[src/rtl/snake_game_ctrl.sv]
// Game sequencer for the snake datapath: start/play/die FSM, food placement from
// two free-running LFSRs, death blink, score and snake length bookkeeping.
module snake_game_ctrl #(
    parameter int BLINK_HALF  = 12_500_000,
    parameter int BLINK_COUNT = 3,
    parameter int INIT_LEN    = 5,
    parameter int MAX_LEN     = 16,
    parameter int FOOD_X0     = 30,
    parameter int FOOD_Y0     = 15
) (
    input  logic       clk,
    input  logic       rst_n,
    input  logic       key_start_n,
    input  logic       hit_wall,
    input  logic       hit_body,
    input  logic [5:0] head_x,
    input  logic [5:0] head_y,
    output logic [1:0] game_status,
    output logic       add_cube,
    output logic       snake_display,
    output logic [5:0] food_x,
    output logic [5:0] food_y,
    output logic       food_valid,
    output logic [7:0] score,
    output logic [4:0] length
);

    localparam int BW = (BLINK_HALF > 1) ? $clog2(BLINK_HALF) : 1;
    localparam int TW = $clog2(2 * BLINK_COUNT + 1);
    localparam logic [BW-1:0] HALF_LAST = BW'(BLINK_HALF - 1);
    localparam logic [TW-1:0] TOGGLES   = TW'(2 * BLINK_COUNT);
    localparam logic [4:0]    LEN_INIT  = 5'(INIT_LEN);
    localparam logic [4:0]    LEN_MAX   = 5'(MAX_LEN);
    localparam logic [5:0]    FX0       = 6'(FOOD_X0);
    localparam logic [5:0]    FY0       = 6'(FOOD_Y0);

    typedef enum logic [1:0] {
        ST_RESTART = 2'b00,
        ST_READY   = 2'b01,
        ST_PLAY    = 2'b10,
        ST_DIE     = 2'b11
    } state_t;

    state_t        state_q, state_d;
    logic          key_meta_q, key_meta_d, key_sync_q, key_sync_d, key_prev_q, key_prev_d;
    logic [5:0]    lfsr_x_q, lfsr_x_d, lfsr_y_q, lfsr_y_d;
    logic [5:0]    food_x_q, food_x_d, food_y_q, food_y_d;
    logic          food_valid_q, food_valid_d;
    logic          add_cube_q, add_cube_d;
    logic          display_q, display_d;
    logic [7:0]    score_q, score_d;
    logic [4:0]    length_q, length_d;
    logic [BW-1:0] blink_cnt_q, blink_cnt_d;
    logic [TW-1:0] toggle_cnt_q, toggle_cnt_d;

    logic press, hit, eat, reinit, lfsr_in_range;

    always_comb begin
        press = key_prev_q & ~key_sync_q;
        hit   = hit_wall | hit_body;
        eat   = (state_q == ST_PLAY) && food_valid_q && !hit &&
                (head_x == food_x_q) && (head_y == food_y_q);
        lfsr_in_range = (lfsr_x_q >= 6'd1) && (lfsr_x_q <= 6'd38) &&
                        (lfsr_y_q >= 6'd1) && (lfsr_y_q <= 6'd28);

        state_d      = state_q;
        key_meta_d   = key_start_n;
        key_sync_d   = key_meta_q;
        key_prev_d   = key_sync_q;
        // x uses x^6+x+1, y uses x^6+x^5+1 so the two sequences are not identical
        lfsr_x_d     = {lfsr_x_q[4:0], lfsr_x_q[5] ^ lfsr_x_q[4]};
        lfsr_y_d     = {lfsr_y_q[4:0], lfsr_y_q[5] ^ lfsr_y_q[0]};
        food_x_d     = food_x_q;
        food_y_d     = food_y_q;
        food_valid_d = food_valid_q;
        add_cube_d   = 1'b0;
        display_d    = display_q;
        score_d      = score_q;
        length_d     = length_q;
        blink_cnt_d  = blink_cnt_q;
        toggle_cnt_d = toggle_cnt_q;
        reinit       = 1'b0;

        if (!food_valid_q && lfsr_in_range) begin
            food_x_d     = lfsr_x_q;
            food_y_d     = lfsr_y_q;
            food_valid_d = 1'b1;
        end

        case (state_q)
            ST_RESTART: state_d = ST_READY;
            ST_READY: begin
                if (press) state_d = ST_PLAY;
            end
            ST_PLAY: begin
                if (hit) begin
                    state_d      = ST_DIE;
                    display_d    = 1'b1;
                    blink_cnt_d  = '0;
                    toggle_cnt_d = '0;
                end else if (eat) begin
                    food_valid_d = 1'b0;
                    if (score_q != 8'hFF) score_d = score_q + 8'd1;
                    if (length_q != LEN_MAX) begin
                        length_d   = length_q + 5'd1;
                        add_cube_d = 1'b1;
                    end
                end
            end
            ST_DIE: begin
                if (toggle_cnt_q != TOGGLES) begin
                    if (blink_cnt_q == HALF_LAST) begin
                        blink_cnt_d  = '0;
                        toggle_cnt_d = toggle_cnt_q + 1'b1;
                        display_d    = ~display_q;
                    end else begin
                        blink_cnt_d = blink_cnt_q + 1'b1;
                    end
                end else begin
                    display_d = 1'b1;
                    if (press) begin
                        state_d = ST_RESTART;
                        reinit  = 1'b1;
                    end
                end
            end
            default: state_d = ST_RESTART;
        endcase

        // Re-init is applied on entry so RESTART already shows fresh game values
        if (reinit) begin
            score_d      = '0;
            length_d     = LEN_INIT;
            food_x_d     = FX0;
            food_y_d     = FY0;
            food_valid_d = 1'b1;
            display_d    = 1'b1;
            blink_cnt_d  = '0;
            toggle_cnt_d = '0;
        end
    end

    always_ff @(posedge clk or negedge rst_n) begin
        if (!rst_n) begin
            state_q      <= ST_RESTART;
            key_meta_q   <= 1'b1;
            key_sync_q   <= 1'b1;
            key_prev_q   <= 1'b1;
            lfsr_x_q     <= 6'h2D;
            lfsr_y_q     <= 6'h13;
            food_x_q     <= FX0;
            food_y_q     <= FY0;
            food_valid_q <= 1'b1;
            add_cube_q   <= 1'b0;
            display_q    <= 1'b1;
            score_q      <= '0;
            length_q     <= LEN_INIT;
            blink_cnt_q  <= '0;
            toggle_cnt_q <= '0;
        end else begin
            state_q      <= state_d;
            key_meta_q   <= key_meta_d;
            key_sync_q   <= key_sync_d;
            key_prev_q   <= key_prev_d;
            lfsr_x_q     <= lfsr_x_d;
            lfsr_y_q     <= lfsr_y_d;
            food_x_q     <= food_x_d;
            food_y_q     <= food_y_d;
            food_valid_q <= food_valid_d;
            add_cube_q   <= add_cube_d;
            display_q    <= display_d;
            score_q      <= score_d;
            length_q     <= length_d;
            blink_cnt_q  <= blink_cnt_d;
            toggle_cnt_q <= toggle_cnt_d;
        end
    end

    assign game_status   = state_q;
    assign add_cube      = add_cube_q;
    assign snake_display = display_q;
    assign food_x        = food_x_q;
    assign food_y        = food_y_q;
    assign food_valid    = food_valid_q;
    assign score         = score_q;
    assign length        = length_q;

endmodule

[config.mk]
export PLATFORM = sky130hd
export DESIGN_NAME = snake_game_ctrl
export DESIGN_NICKNAME = d
export VERILOG_FILES = /design/src/rtl/snake_game_ctrl.sv
export SDC_FILE = /design/constraint.sdc
export NUM_CORES = 1
export LEC_CHECK = 0
export BUFFER_PORTS_ARGS = -buffer_cell sky130_fd_sc_hd__buf_4
export CAP_MARGIN = 20
export CORE_ASPECT_RATIO = 0.5
export CORE_MARGIN = 8
export CORE_UTILIZATION = 29
export DETAILED_ROUTE_END_ITERATION = 12
export RECOVER_POWER = 50
export SYNTH_ARGS = -nofsm -noshare
export SYNTH_HDL_FRONTEND = slang
export SYNTH_SLANG_ARGS = --single-unit
[constraint.sdc]
create_clock -name clk -period 5 [get_ports clk]
set_input_delay 0.25 -clock clk [delete_from_list [all_inputs] [get_ports clk]]
set_output_delay 0.25 -clock clk [all_outputs]
set_load 0.05 [all_outputs]
==> flow_summary.json <==
{
  "outcome": "completed",
  "cts_max_level": 3,
  "synth_nets": 389,
  "peakVddDrop_uv": 177,
  "num_vias": 2718,
  "diodes": 0,
  "max_freq_mhz": 365,
  "start_util": 0.301,
  "io_buffer_count": 46,
  "hold_viol_final": 0,
  "syn_avg_cell_area_um2": 10.1,
  "required_ns": 5.22,
  "syn_area_um2": 3600,
  "synth_compound_area_frac": 0.107,
  "post-route-cell-area_um2": 4390,
  "worst-setup-path-type": "reg -> reg",
  "synth_top_family_by_area": "simple AND/OR/NAND/NOR gates",
  "grt_pass1_vias": 2650,
  "clock_path_buffers": 2,
  "wl_per_cell_um": 14.5,
  "synth_ff_type": "dfrtp_1",
  "max-cap-violations": 0,
  "root_buffer": "clkbuf_16",
  "row_count": 28,
  "postCtsSetupBuffers": 0,
  "routed_wl_um": 8330,
  "synth-adder-area-share": 0.0486,
  "rsz0062_at_grt": "false",
  "hold_class": "in -> reg",
  "layout.nets": 437,
  "grt_first_pass_wirelength_um": 14000,
  "worst_pin_slew_ns": 0.901,
  "seq_area_frac_synth": 0.508,
  "p_leak_nw": 1.94,
  "ys_types": 51,
  "track_usage": 0.106,
  "drtPass1Iterations": 4,
  "insertion_delay_ns": 0.34,
  "core_area_um2": 12000,
  "fin_worst_skew_ns": 0.00701,
  "relSlewSlack": 0.400,
  "fin_util": 0.366,
  "dp_slack_ns": 2.25,
  "synth_warnings": 0,
  "synth_xor_area_frac": 0.0729,
  "numCtsBuffers": 9,
  "fin_tns_setup_ns": 0,
  "maxSlewViolCount": 0,
  "die-area_um2": 16500,
  "dp.cells": 559,
  "end_kind": "flop",
  "drc": 0,
  "dieHeight_um": 94.8,
  "drive_above_1_share": 0.219,
  "synth_edf_count": 0,
  "worst_ep_arrival_time_ns": 2.96,
  "cts.repair.resized": 0,
  "ant_nets": 0,
  "p_per_area_nw_per_um2": 342,
  "hpwlAfterDp_um": 5920,
  "cts_hold_buf": 0,
  "clock-sinks": 72,
  "postLayoutSetupSlackWorst_ns": 2.26,
  "setup_viol": 0,
  "critPathLaunchType": "flop",
  "viasPerCell": 4.72,
  "die_x_um": 174,
  "synth-simple-area-share": 0.226,
  "gr-total-overflow": 0,
  "synth.ff_latch_count": 72,
  "instances_no_fill": 576,
  "syn_to_final_growth_pct": 21.8,
  "cts.clk_slew.worst_paths_ns": 0.05,
  "crit_fanout": 22,
  "ios": 47,
  "muxShareOfSynthArea": 0.00590,
  "place_area_um2": 4110,
  "grt_antenna_before_repair": 0,
  "syn-instance-count": 358,
  "gp_congestion": 0.751,
  "grt_max_degree": 73,
  "fin_crit_ns": 2.74,
  "drtIter0Drc": 148,
  "cts_tree": "built",
  "finalCritPeriodShare": 0.549,
  "ys_async_sr_fraction": 1.00
}
sequential cells by signal (all words and copies together) (netlist names), 2 cells and up:
signal / cells
lfsr_y_q: 6
blink_cnt_q: 24
toggle_cnt_q: 3
food_y: 6
lfsr_x_q: 6
score: 8
food_x: 6
length: 5
game_status: 2
layout make-up:
| cell class | count | area (um^2) |
|---|---|---|
| fillers | 1225 | 7590 |
| flip-flops and latches | 72 | 1830 |
| clock buffers | 9 | 225 |
| inverters | 19 | 71.3 |
| repair buffers | 47 | 357 |
| multi-input cells | 257 | 1660 |
| clock inverters | 7 | 38.8 |
| well taps | 165 | 206 |
stage by stage:
stage               power (W)  hold slack, ns
global placement     0.000947           0.347
detailed placement   0.000947           0.347
CTS                   0.00153          0.0112
floorplan            0.000865         -0.0456
finish                0.00150          0.0248
global route          0.00160          0.0117
cell families after synthesis:
group | count (synthesis)
AND/OR/NAND/NOR | 153
flip-flops | 72
adder cells (fa/ha/maj) | 14
multiplexers | 2
buffers and inverters | 29
AO/OA/AOI/OAI | 58
XOR/XNOR | 30
placed cells by master, fill, tap and decap left out, drive strengths merged, types with 2 or more instances in the layout:
master	synthesis	routed
o22ai	2	2
a21oi	18	18
nand3	22	22
nand2	30	30
nor3b	4	4
clkinv	0	7
or4	4	4
o21ai	16	16
nand4b	2	2
xnor2	13	13
dfrtp	50	50
xor2	17	17
dfstp	22	22
clkbuf	8	10
buf	2	46
o211ai	4	4
nor4	4	4
nand2b	2	2
and3	10	10
ha	14	14
nor3	13	13
nand4	10	10
inv	19	19
or3	7	7
nor2	39	39
o41ai	2	2
o2111ai	2	2
o31ai	3	3
where the power goes:
group          leakage, nW  internal [W]  switching, W
Clock                0.138      0.000330      0.000239
Sequential           0.923      0.000610     0.0000201
Combinational        0.880     0.0000880      0.000213
Total                 1.94       0.00103      0.000473
routing by layer:
layer  up-vias  share of wire  track usage
met1      1302           0.49        0.137
met5         -              0            0
met4         0          0.014       0.0382
met2        38           0.45        0.164
met3        10          0.044       0.0382
li1       1368              -            -
final timing paths:
path	slack, ns	from	end	cells after the start
max	2.26	blink_cnt_q[16]	toggle_cnt_q[1]	5
min	0.02	key_start_n	key_meta_q	1
max reg2reg	2.26	blink_cnt_q[16]	toggle_cnt_q[1]	5
min reg2reg	0.36	key_meta_q	key_prev_d	0
max in group asynchronous	4.38	rst_n	lfsr_x_q[1]	1
min in group asynchronous	0.05	rst_n	blink_cnt_q[8]	1
cells in the mapped netlist, types with 13 or more instances:
library cell  instances  area [um^2]
nor2_1               38          143
o21ai_0              16         80.1
dfstp_2              22          578
xor2_1               17          149
a21oi_1              18         90.1
xnor2_1              13          114
nor3_1               13         65.1
ha_1                 14          175
nand2_1              30          113
dfrtp_1              50         1250
nand3_1              22          110
inv_1                19         71.3
critical path, stage by stage, from the launching register on:
cell,delay (ns)
dfrtp_1,0.39
or4b_2,0.72
nor4_4,0.22
a21oi_1,0.20
nor2_2,0.69
mux2_2,0.41
No activity file was read; power rests on OpenSTA's default activity.
